**src/rtl/vga_rx_pkg.sv**
```systemverilog
// Shared timing defaults, error-bit indices, FSM states and CRC constants
// for the VGA receive monitor.
package vga_rx_pkg;

  localparam int H_VIS_DEF        = 640;
  localparam int H_TOTAL_DEF      = 800;
  localparam int H_SYNC_START_DEF = 656;
  localparam int H_SYNC_W_DEF     = 96;
  localparam int V_VIS_DEF        = 480;
  localparam int V_TOTAL_DEF      = 525;
  localparam int V_SYNC_START_DEF = 490;
  localparam int V_SYNC_W_DEF     = 2;
  localparam int LOCK_FRAMES_DEF  = 2;

  localparam int ERR_H     = 0;
  localparam int ERR_V     = 1;
  localparam int ERR_BLANK = 2;

  localparam logic [15:0] CRC_POLY = 16'h1021;
  localparam logic [15:0] CRC_INIT = 16'hFFFF;

  typedef enum logic [1:0] {
    HUNT   = 2'd0,
    TRACK  = 2'd1,
    LOCKED = 2'd2
  } rx_state_e;

  // Saturating increment so a stuck sync cannot wrap a width counter back
  // into a value that looks legal.
  function automatic logic [9:0] sat_inc(input logic [9:0] v);
    return (v == 10'h3FF) ? v : v + 10'd1;
  endfunction

endpackage

```
**src/rtl/vga_rx_crc16.sv**
```systemverilog
// One-step CRC-16-CCITT update consuming a 12-bit pixel, MSB first.
module vga_rx_crc16
  import vga_rx_pkg::*;
(
  input  logic [15:0] crc_in,
  input  logic [11:0] data,
  output logic [15:0] crc_out
);

  logic [15:0] c;

  always_comb begin
    c = crc_in;
    for (int i = 11; i >= 0; i--) begin
      if (c[15] ^ data[i]) c = {c[14:0], 1'b0} ^ CRC_POLY;
      else                 c = {c[14:0], 1'b0};
    end
    crc_out = c;
  end

endmodule

```
**src/rtl/vga_rx_monitor.sv**
```systemverilog
// VGA receive monitor: coordinate recovery, sync timing checks, lock FSM and
// visible pixel stream. Define VGA_RX_CRC_EN to build the per-frame CRC signature.
module vga_rx_monitor
  import vga_rx_pkg::*;
#(
  parameter int H_VIS        = H_VIS_DEF,
  parameter int H_TOTAL      = H_TOTAL_DEF,
  parameter int H_SYNC_START = H_SYNC_START_DEF,
  parameter int H_SYNC_W     = H_SYNC_W_DEF,
  parameter int V_VIS        = V_VIS_DEF,
  parameter int V_TOTAL      = V_TOTAL_DEF,
  parameter int V_SYNC_START = V_SYNC_START_DEF,
  parameter int V_SYNC_W     = V_SYNC_W_DEF,
  parameter int LOCK_FRAMES  = LOCK_FRAMES_DEF
) (
  input  logic        clk,
  input  logic        rst,
  input  logic        pixpulse,
  input  logic        hsync,
  input  logic        vsync,
  input  logic [3:0]  vgaRed,
  input  logic [3:0]  vgaGreen,
  input  logic [3:0]  vgaBlue,
  input  logic        err_clr,
  output logic        locked,
  output logic [9:0]  hcount_rx,
  output logic [9:0]  vcount_rx,
  output logic        pix_valid,
  output logic [11:0] pix_data,
  output logic        frame_done,
  output logic [15:0] frame_sig,
  output logic [2:0]  err
);

  localparam logic [9:0] H_LAST  = 10'(H_TOTAL - 1);
  localparam logic [9:0] H_SS    = 10'(H_SYNC_START);
  localparam logic [9:0] H_SW    = 10'(H_SYNC_W);
  localparam logic [9:0] H_VIS_L = 10'(H_VIS);
  localparam logic [9:0] V_LAST  = 10'(V_TOTAL - 1);
  localparam logic [9:0] V_TOT_L = 10'(V_TOTAL);
  localparam logic [9:0] V_SS    = 10'(V_SYNC_START);
  localparam logic [9:0] V_SW    = 10'(V_SYNC_W);
  localparam logic [9:0] V_VIS_L = 10'(V_VIS);
  localparam logic [7:0] LOCK_N  = 8'(LOCK_FRAMES);

  logic [11:0] rgb_in;
  logic        hfall, hrise, vfall, vrise;

  rx_state_e   state_q, state_d;
  logic        hs_q, hs_d, vs_q, vs_d;
  logic [11:0] pix_data_q, pix_data_d;
  logic [9:0]  hcount_q, hcount_d, vcount_q, vcount_d;
  logic [9:0]  h_per_q, h_per_d, hs_low_q, hs_low_d;
  logic [9:0]  v_lines_q, v_lines_d, vs_low_q, vs_low_d;
  logic [7:0]  clean_q, clean_d, clean_inc;
  logic        dirty_q, dirty_d;
  logic        locked_q, locked_d, pix_valid_q, pix_valid_d;
  logic        frame_done_q, frame_done_d;
  logic [2:0]  err_q, err_d, new_err;
  logic        h_err, v_err, b_err, checking;

  assign rgb_in = {vgaRed, vgaGreen, vgaBlue};
  assign hfall  = pixpulse &  hs_q & ~hsync;
  assign hrise  = pixpulse & ~hs_q &  hsync;
  assign vfall  = pixpulse &  vs_q & ~vsync;
  assign vrise  = pixpulse & ~vs_q &  vsync;
  assign clean_inc = clean_q + 8'd1;

  always_comb begin
    hs_d         = hs_q;
    vs_d         = vs_q;
    pix_data_d   = pix_data_q;
    hcount_d     = hcount_q;
    vcount_d     = vcount_q;
    h_per_d      = h_per_q;
    hs_low_d     = hs_low_q;
    v_lines_d    = v_lines_q;
    vs_low_d     = vs_low_q;
    h_err        = 1'b0;
    v_err        = 1'b0;
    b_err        = 1'b0;

    if (pixpulse) begin
      hs_d       = hsync;
      vs_d       = vsync;
      pix_data_d = rgb_in;

      if (hfall)                  hcount_d = H_SS;
      else if (hcount_q == H_LAST) hcount_d = 10'd0;
      else                        hcount_d = hcount_q + 10'd1;

      if (vfall)                  vcount_d = V_SS;
      else if (hcount_d == 10'd0) vcount_d = (vcount_q == V_LAST) ? 10'd0 : vcount_q + 10'd1;

      // h_per counts pixels since the last hsync fall, wrapping like the line counter
      h_per_d = hfall ? 10'd0 : ((h_per_q == H_LAST) ? 10'd0 : h_per_q + 10'd1);
      if (hfall && h_per_q != H_LAST) h_err = 1'b1;

      hs_low_d = hfall ? 10'd1 : (~hsync ? sat_inc(hs_low_q) : hs_low_q);
      if (hrise && hs_low_q != H_SW) h_err = 1'b1;

      // Lines are counted as hsync falls, both per frame and while vsync is low
      v_lines_d = vfall ? 10'd0 : v_lines_q;
      if (hfall) v_lines_d = sat_inc(v_lines_d);
      if (vfall && v_lines_q != V_TOT_L) v_err = 1'b1;

      vs_low_d = vfall ? 10'd0 : vs_low_q;
      if (hfall && ~vsync) vs_low_d = sat_inc(vs_low_d);
      if (vrise && vs_low_q != V_SW) v_err = 1'b1;

      if (rgb_in != 12'h000 && (hcount_d >= H_VIS_L || vcount_d >= V_VIS_L)) b_err = 1'b1;
    end
  end

  always_comb begin
    state_d  = state_q;
    clean_d  = clean_q;
    dirty_d  = dirty_q;
    checking = (state_q != HUNT);

    case (state_q)
      HUNT: begin
        if (vfall) begin
          state_d = TRACK;
          clean_d = 8'd0;
          dirty_d = 1'b0;
        end
      end
      TRACK: begin
        dirty_d = dirty_q | h_err | v_err;
        if (vfall) begin
          dirty_d = 1'b0;
          if (dirty_q || h_err || v_err) begin
            clean_d = 8'd0;
          end else if (clean_inc >= LOCK_N) begin
            state_d = LOCKED;
            clean_d = 8'd0;
          end else begin
            clean_d = clean_inc;
          end
        end
      end
      LOCKED: begin
        if (h_err || v_err) state_d = HUNT;
      end
      default: state_d = HUNT;
    endcase

    new_err            = 3'b000;
    new_err[ERR_H]     = h_err & checking;
    new_err[ERR_V]     = v_err & checking;
    new_err[ERR_BLANK] = b_err & checking;
    err_d = (err_clr ? 3'b000 : err_q) | new_err;

    locked_d     = (state_d == LOCKED);
    pix_valid_d  = pixpulse && (state_d == LOCKED) &&
                   (hcount_d < H_VIS_L) && (vcount_d < V_VIS_L);
    frame_done_d = pix_valid_d && (hcount_d == H_VIS_L - 10'd1) &&
                   (vcount_d == V_VIS_L - 10'd1);
  end

  always_ff @(posedge clk) begin
    if (rst) begin
      state_q      <= HUNT;
      hs_q         <= 1'b1;
      vs_q         <= 1'b1;
      pix_data_q   <= 12'h000;
      hcount_q     <= 10'd0;
      vcount_q     <= 10'd0;
      h_per_q      <= 10'd0;
      hs_low_q     <= 10'd0;
      v_lines_q    <= 10'd0;
      vs_low_q     <= 10'd0;
      clean_q      <= 8'd0;
      dirty_q      <= 1'b0;
      locked_q     <= 1'b0;
      pix_valid_q  <= 1'b0;
      frame_done_q <= 1'b0;
      err_q        <= 3'b000;
    end else begin
      state_q      <= state_d;
      hs_q         <= hs_d;
      vs_q         <= vs_d;
      pix_data_q   <= pix_data_d;
      hcount_q     <= hcount_d;
      vcount_q     <= vcount_d;
      h_per_q      <= h_per_d;
      hs_low_q     <= hs_low_d;
      v_lines_q    <= v_lines_d;
      vs_low_q     <= vs_low_d;
      clean_q      <= clean_d;
      dirty_q      <= dirty_d;
      locked_q     <= locked_d;
      pix_valid_q  <= pix_valid_d;
      frame_done_q <= frame_done_d;
      err_q        <= err_d;
    end
  end

`ifdef VGA_RX_CRC_EN
  logic [15:0] sig_acc_q, sig_acc_d, frame_sig_q, frame_sig_d;
  logic [15:0] crc_base, crc_next;

  // Pixel (0,0) restarts the running CRC from the seed
  assign crc_base = (hcount_d == 10'd0 && vcount_d == 10'd0) ? CRC_INIT : sig_acc_q;

  vga_rx_crc16 u_crc (
    .crc_in  (crc_base),
    .data    (rgb_in),
    .crc_out (crc_next)
  );

  always_comb begin
    sig_acc_d   = pix_valid_d  ? crc_next  : sig_acc_q;
    frame_sig_d = frame_done_q ? sig_acc_q : frame_sig_q;
  end

  always_ff @(posedge clk) begin
    if (rst) begin
      sig_acc_q   <= 16'h0000;
      frame_sig_q <= 16'h0000;
    end else begin
      sig_acc_q   <= sig_acc_d;
      frame_sig_q <= frame_sig_d;
    end
  end

  assign frame_sig = frame_sig_q;
`else
  assign frame_sig = 16'h0000;
`endif

  assign locked     = locked_q;
  assign hcount_rx  = hcount_q;
  assign vcount_rx  = vcount_q;
  assign pix_valid  = pix_valid_q;
  assign pix_data   = pix_data_q;
  assign frame_done = frame_done_q;
  assign err        = err_q;

endmodule

```
**config.mk**
```make
export PLATFORM = sky130hd
export DESIGN_NAME = vga_rx_monitor
export DESIGN_NICKNAME = d
export VERILOG_FILES = /design/src/rtl/vga_rx_pkg.sv /design/src/rtl/vga_rx_crc16.sv /design/src/rtl/vga_rx_monitor.sv
export SDC_FILE = /design/constraint.sdc
export NUM_CORES = 1
export LEC_CHECK = 0
export CAP_MARGIN = 20
export CORE_AREA = 2 2 96 98
export DETAILED_ROUTE_END_ITERATION = 10
export DIE_AREA = 0 0 98 100
export HOLD_SLACK_MARGIN = 0.08
export PLACE_DENSITY = 0.84
export SYNTH_ARGS = -nofsm -noshare
export SYNTH_HDL_FRONTEND = slang
export SYNTH_SLANG_ARGS = --single-unit
```
**constraint.sdc**
```tcl
create_clock -name clk -period 8.7 [get_ports clk]
set_clock_uncertainty 0.1 [all_clocks]
set_input_delay 2.175 -clock clk [delete_from_list [all_inputs] [get_ports clk]]
set_output_delay 2.175 -clock clk [all_outputs]
set_load 0.1 [all_outputs]
```
==> results of run 1 <==
worst register-to-register path: stages, from the launching register on:
cell                        delay (ns)
sky130_fd_sc_hd__dfxtp_1          0.52
sky130_fd_sc_hd__ha_1             0.42
sky130_fd_sc_hd__and4_1           0.39
sky130_fd_sc_hd__a311oi_1         0.15
sky130_fd_sc_hd__a311o_1          0.37
sky130_fd_sc_hd__or3_4            0.40
sky130_fd_sc_hd__o311ai_0         0.47
sky130_fd_sc_hd__a22oi_1          0.18
sky130_fd_sc_hd__nand4bb_1        0.16
sky130_fd_sc_hd__nor4_1           0.06
logic make-up (layout without fill, tap and decap cells):
group,count (synthesis),count (layout),share of synthesized area
AND/OR/NAND/NOR,295,295,0.304
AO/OA/AOI/OAI,113,113,0.160
flip-flops,91,91,0.359
buffers and inverters,65,91,0.0673
XOR/XNOR,33,33,0.0570
multiplexers,14,14,0.0276
adder cells (fa/ha/maj),10,10,0.0247
other,1,16,0.000739
cells in the final DEF, fill, tap and decap left out, types with 7 or more instances in the layout:
cell type,count
sky130_fd_sc_hd__nand2_1,48
sky130_fd_sc_hd__nor2_1,93
sky130_fd_sc_hd__ha_1,10
sky130_fd_sc_hd__clkdlybuf4s50_1,53
sky130_fd_sc_hd__a21oi_1,27
sky130_fd_sc_hd__inv_1,18
sky130_fd_sc_hd__nor3_1,20
sky130_fd_sc_hd__nor4_1,12
sky130_fd_sc_hd__a311oi_1,7
sky130_fd_sc_hd__conb_1,16
sky130_fd_sc_hd__dfxtp_1,91
sky130_fd_sc_hd__nor2b_1,9
sky130_fd_sc_hd__xnor2_1,12
sky130_fd_sc_hd__nand3_1,27
sky130_fd_sc_hd__xor2_1,21
sky130_fd_sc_hd__clkbuf_8,9
sky130_fd_sc_hd__and2_1,17
sky130_fd_sc_hd__mux2i_1,14
sky130_fd_sc_hd__and3_1,10
sky130_fd_sc_hd__o21ai_0,19
sky130_fd_sc_hd__a31oi_1,11
sky130_fd_sc_hd__nand4_1,20
stage by stage:
stage	setup slack, ns	cells	area, um2
after floorplan	4.22	637	5130
after global placement	3.18	758	5550
after detailed placement	3.01	758	5550
after CTS	3.40	774	5730
after global routing	3.00	774	5730
final	3.30	774	5730
sequential cells by signal (all words and copies together) (netlist names):
| name | cells |
|---|---|
| pix_data | 12 |
| h_per_q | 10 |
| hcount_rx | 10 |
| hs_low_q | 10 |
| v_lines_q | 10 |
| vcount_rx | 10 |
| vs_low_q | 10 |
| clean_q | 8 |
| err | 3 |
| state_q | 2 |
| dirty_q | 1 |
| frame_done | 1 |
| hs_q | 1 |
| locked | 1 |
| pix_valid | 1 |
| vs_q | 1 |
cell type report:
| class | instances | area [um2] |
|---|---|---|
| clock buffers | 9 | 124 |
| clock inverters | 7 | 51.3 |
| fillers | 755 | 3160 |
| inverters | 18 | 67.6 |
| multi-input cells | 481 | 2970 |
| flip-flops and latches | 91 | 1820 |
| well taps | 111 | 139 |
| repair buffers | 57 | 556 |
worst paths after layout:
check | startpoint | to | slack [ns]
setup / recovery | vsync | vs_low_q[7]$_SDFFE_PP0P_ | 3.30
hold / removal | h_per_q[1]$_SDFFE_PP0P_ | h_per_q[1]$_SDFFE_PP0P_ | 0.40
setup reg to reg | hcount_rx[0]$_SDFF_PP0_ | frame_done$_SDFF_PP0_ | 5.36
hold reg to reg | h_per_q[1]$_SDFFE_PP0P_ | h_per_q[1]$_SDFFE_PP0P_ | 0.40
metal layers:
metal / vias to the layer above / share of wire
met5: - / 0
met4: 0 / 0.032
met3: 46 / 0.069
met2: 240 / 0.47
met1: 2230 / 0.42
li1: 2290 / -
power by group:
| part | internal [mW] | switching [mW] | leakage, nW |
|---|---|---|---|
| clock | 0.105 | 0.156 | 0.0860 |
| sequential | 0.428 | 0.0145 | 0.740 |
| combinational | 0.0445 | 0.140 | 1.25 |
==> out/results.txt, run 1 <==
instance count of the mapped netlist: 622
busiest layer in global routing: met2
post-cts sizing count: 0
Mean Syn Cell Area: 8.16 um2
GRT met1 Usage: 0.317
share of synthesized flip-flops with an asynchronous set or reset: 0
total power of the final layout: 889 uW
clock sink count: 91
cell area after synthesis: 5070 um2
overall global routing resource usage: 0.248
final-layout setup total negative slack: 0 ns
worst hold slack across all endpoints: 0.400 ns
total via count after detailed routing: 4806
crit path time final: 5.40 ns
total setup violations reported at the end of the flow: 0
share of Yosys cell area claimed by the top area cell type: 0.359
most instantiated flip-flop cell in the synthesis netlist: sky130_fd_sc_hd__dfxtp_1
number of nets with antenna violations after detailed routing: 0
number of detailed-route iterations in the first pass: 6
TritonCTS clock tree: yes
slew at the pin with the worst max-slew slack: 1.02 ns
initial core utilization: 0.571
number of buffers inserted during clock tree synthesis: 9
Power per Cell Area: 155 nW/um2
relative slew slack: 0.323
Critical-path top delay cell: sky130_fd_sc_hd__nand2_1
Crit path largest cell delay: 0.63 ns
met3 Track Usage GR: 0.0355
Skew-Pair Late Insertion Delay: 0.36 ns
maximum level of the CTS H-tree: 3
detailed-route wire length: 12300 um
number of nets in the layout: 686
count of input and output buffers: 55
library cell occupying the most area in the post-synthesis netlist: sky130_fd_sc_hd__dfxtp_1
global placement routability congestion: 0.983
total number of yosys warnings: 0
Max Freq: 185 MHz
Register-to-Register Path Depth: 9
RSZ-0062 raised after global routing: false
final hold vios: 0
CP max FO: 25
type of the tightest min-delay check: reg -> reg
Post-CTS Repair Setup Buffers: 0
post-route core utilization: 0.644
data arrival time of the critical path: 5.60 ns
via density per instance: 6.21
DP HPWL: 8640 um
clock-pin slew of the registers on the worst-case setup and hold paths: 0.09 ns
antenna violations before repair: 0
worst ir drop on vdd: 0.100 mV
kind of cell with the highest combined delay on the critical path: simple AND/OR/NAND/NOR gates
clk buf depth: 2
via count of the first global-routing pass: 4337
total of max-cap violations: 0
critical path capture point type: register
die area: 9800 um2
maximum number of pins on one net before global-route repair: 61
hold buffer count at cts: 0
Cell Chain, Critical Path: clkdlybuf4s50_1, and2b_1, nand2_1, and2_1, ha_1, nand4bb_1, nor3_1, nand4_1, o31ai_1, o21ai_0, a21oi_1
met2 demand-to-capacity share in global routing: 0.422
sequential share of the synthesized area: 0.359
Post-synth EDFFs: 0
routed length per instance: 15.9 um
most used standard cell by instance count after synthesis: sky130_fd_sc_hd__nor2_1
area added between synthesis and finish: 12.8%
Root Driver: sky130_fd_sc_hd__clkbuf_8
Final Max Slew Viols: 0
Antenna Cells: 0
post-route clock period utilization: 0.621
required time of the critical path: 8.90 ns
synthesis-stage register bit count: 91
Crit Path Category: in -> reg
global-route wire length before repair: 20300 um
share of final-layout standard cells stronger than drive strength 1: 0.0528
DRC violation count after routing: 0
top area cells in the synthesized netlist: sky130_fd_sc_hd__dfxtp_1 36%, sky130_fd_sc_hd__nor2_1 6.9%, sky130_fd_sc_hd__xor2_1 3.6%
DRT iter0 DRCs: 403
grt ovf: 0
hold path depth: 2
Critical Path Source Type: primary input
total number of placement rows: 35
core region area: 8890 um2
Commonest cells post-synth: 93 x sky130_fd_sc_hd__nor2_1, 91 x sky130_fd_sc_hd__dfxtp_1, 48 x sky130_fd_sc_hd__nand2_1
Unique masters post-synth: 69
Ports: 72
width of the chip: 98 um
cell count along the critical path: 11
static power due to leakage: 2.07 nW
height of the chip: 100 um
buffer and inverter count on the worst path: 1
outcome: finished, final reports clean
Power figures use the tool's default switching activity.
==> inputs of run 2 (changes only) <==
--- a/config.mk
+++ b/config.mk
@@ -6,11 +6,11 @@
 export NUM_CORES = 1
 export LEC_CHECK = 0
 export CAP_MARGIN = 20
-export CORE_AREA = 2 2 96 98
+export CORE_AREA = 2 2 100 102
 export DETAILED_ROUTE_END_ITERATION = 10
-export DIE_AREA = 0 0 98 100
+export DIE_AREA = 0 0 102 104
 export HOLD_SLACK_MARGIN = 0.08
-export PLACE_DENSITY = 0.84
+export PLACE_DENSITY = 0.78
 export SYNTH_ARGS = -nofsm -noshare
 export SYNTH_HDL_FRONTEND = slang
 export SYNTH_SLANG_ARGS = --single-unit
==> constraint.sdc (replaced) <==
create_clock -name clk -period 5.47 [get_ports clk]
set_clock_uncertainty 0.1 [all_clocks]
set_input_delay 1.3675 -clock clk [delete_from_list [all_inputs] [get_ports clk]]
set_output_delay 1.3675 -clock clk [all_outputs]
set_load 0.1 [all_outputs]
==> out/results.txt, run 2 (synthesis gave the netlist of run 1 again) <==
outcome: finished, final reports clean
DP HPWL: 8970 um (+3.8%)
routed length per instance: 15.9 um (about the same)
number of nets with antenna violations after detailed routing: 0 (unchanged)
overall global routing resource usage: 0.245 (-0.00304)
Cell Chain, Critical Path: clkdlybuf4s50_1, and2b_1, nand2_1, and2_1, ha_1, nand4bb_1, nor3_1, nand4_1, o31ai_1, a21oi_1, nor3_1
post-cts sizing count: 0 (unchanged)
TritonCTS clock tree: yes
non-filler cells, final: 798 (+3.1%)
Critical Path End: vs_low_q[9]$_SDFFE_PP0P_
crit-path most repeated cell: sky130_fd_sc_hd__nor3_1
total power of the final layout: 1.49 mW (+67%)
Design Area, Final: 5810 um2 (+1.4%)
Psw: 487 uW (+57%)
register share of total power: 0.473 (-0.025)
clk buf depth: 2 (unchanged)
clock sink count: 91 (unchanged)
origin of the worst min-delay path: err[1]$_SDFF_PP0_
number of nets in the layout: 688 (+0.29%)
Post-CTS Repair Setup Buffers: 0 (unchanged)
final hold vios: 0 (unchanged)
area occupied by multi-input gates: 2970 um2 (unchanged)
Final Max Slew Viols: 0 (unchanged)
RSZ-0062 raised after global routing: false
number of buffers inserted during clock tree synthesis: 9 (unchanged)
required time of the critical path: 5.64 ns (-3.26 ns)
leading cell types in the layout, fill and taps excluded: 93 x sky130_fd_sc_hd__nor2_1, 91 x sky130_fd_sc_hd__dfxtp_1, 53 x sky130_fd_sc_hd__clkdlybuf4s50_1
data arrival time of the critical path: 4.34 ns (-1.26 ns)
Critical-path top delay cell: sky130_fd_sc_hd__clkdlybuf4s50_1
via count of the first global-routing pass: 4504 (+3.9%)
area taken by flip-flops and latches: 1820 um2 (unchanged)
initial core utilization: 0.531 (-0.0394)
Clock power frac: 0.326 (+0.032)
crit path time final: 4.17 ns
end of the worst register-to-register path: frame_done$_SDFF_PP0_
Ports: 72 (unchanged)
count of input and output buffers: 55 (unchanged)
global-route wire length before repair: 21200 um (+4.3%)
hold buffer count at cts: 0 (unchanged)
share of final-layout standard cells stronger than drive strength 1: 0.0556 (+0.00285)
DRC violation count after routing: 0 (unchanged)
via density per instance: 5.94 (-4.3%)
height of the chip: 104 um (+4.0%)
detailed-route wire length: 12700 um (+3.2%)
type of the tightest min-delay check: reg -> reg
clock-pin slew of the registers on the worst-case setup and hold paths: 0.08 ns (about the same)
total number of placement rows: 36 (+2.9%)
total of max-cap violations: 0 (unchanged)
relative slew slack: 0.303 (-0.0198)
Filler Cells Inserted: 842 (+12%)
global placement routability congestion: 0.980 (-0.36%)
Antenna Cells: 0 (unchanged)
die area: 10600 um2 (+8.2%)
Setup crit start: vsync
Power per Cell Area: 256 nW/um2 (+65%)
critical path capture point type: register
Skew-Pair Late Insertion Delay: 0.37 ns (about the same)
CP max FO: 8 (-68%)
core region area: 9550 um2 (+7.4%)
maximum level of the CTS H-tree: 3 (unchanged)
Root Driver: sky130_fd_sc_hd__clkbuf_8
total via count after detailed routing: 4741 (-1.4%)
slew at the pin with the worst max-slew slack: 1.05 ns (+0.0297 ns)
total setup violations reported at the end of the flow: 0 (unchanged)
worst ir drop on vdd: 0.130 mV (+30%)
combinational fraction of design power: 0.200 (-0.008)
area added between synthesis and finish: 14.4%
grt ovf: 0 (unchanged)
switch share: 0.328 (-0.0224)
maximum number of pins on one net before global-route repair: 53 (-13%)
Crit path largest cell delay: 0.55 ns (-0.08 ns)
Reg2Reg Setup Slack: 2.13 ns (-3.23 ns)
antenna violations before repair: 0 (unchanged)
final-layout setup total negative slack: 0 ns (unchanged)
Crit Path Category: in -> reg
number of detailed-route iterations in the first pass: 6 (unchanged)
static power due to leakage: 2.11 nW (+1.5%)
Critical Path Source Type: primary input
cell-internal power: 999 uW (+73%)
Max Freq: 240 MHz
post-route clock period utilization: 0.762
# placed instances: 782 (+3.2%)
max FFs per register: 12 (unchanged)
DRT iter0 DRCs: 413 (+2.5%)
Register-to-Register Path Depth: 9 (unchanged)
most common library cell in the layout ignoring fill and taps: sky130_fd_sc_hd__nor2_1
r2r startpoint: hcount_rx[0]$_SDFF_PP0_
width of the chip: 102 um (+4.1%)
area post-placement: 5590 um2 (+0.77%)
[run 2: power groups by stage]
stage	registers, mW	logic (mW)	clock network (mW)
finish	0.703	0.298	0.485
global route	0.707	0.315	0.519
CTS	0.702	0.296	0.492
detailed placement	0.718	0.296	0
global placement	0.717	0.292	0
floorplan	0.793	0.162	0
[run 2: worst min-delay path by stage]
stage / endpoint / slack (ns) / cells past startpoint
final: err[1]$_SDFF_PP0_ / 0.39 / 2
after global routing: h_per_q[1]$_SDFFE_PP0P_ / 0.41 / 2
after CTS: h_per_q[1]$_SDFFE_PP0P_ / 0.39 / 2
after detailed placement: clean_q[6]$_SDFFE_PP0P_ / 0.37 / 1
after global placement: err[1]$_SDFF_PP0_ / 0.37 / 2
after floorplan: clean_q[5]$_SDFFE_PP0P_ / 0.35 / 1
[run 2: layout make-up]
cell class | count | share of cell area
multi-input combinational | 481 | 0.511
sequential | 91 | 0.314
inverter | 18 | 0.0116
tap | 133 | 0.0287
clock inverter | 4 | 0.00819
timing repair buffer | 59 | 0.0983
clock buffer | 12 | 0.0284
[run 2: per-layer routing]
metal,routed length [um],global-route usage
met3,829,0.0484
met1,5560,0.330
met2,5950,0.378
met5,0,0
met4,364,0.109
[run 2: per-stage QoR]
step	util	setup slack (ns)	hold WS, ns
after floorplan	-	1.80	0.347
after detailed placement	0.586	1.01	0.370
after CTS	0.608	1.40	0.395
after global routing	0.608	1.02	0.414
final	0.608	1.30	0.393
after global placement	0.586	1.24	0.367
[run 2: critical path, delay by kind of cell]
kind	cells	cell delay (ns)
buffers and inverters	1	0.55
AND/OR/NAND/NOR	7	1.61
adder cells (fa/ha/maj)	1	0.21
AO/OA/AOI/OAI	2	0.60
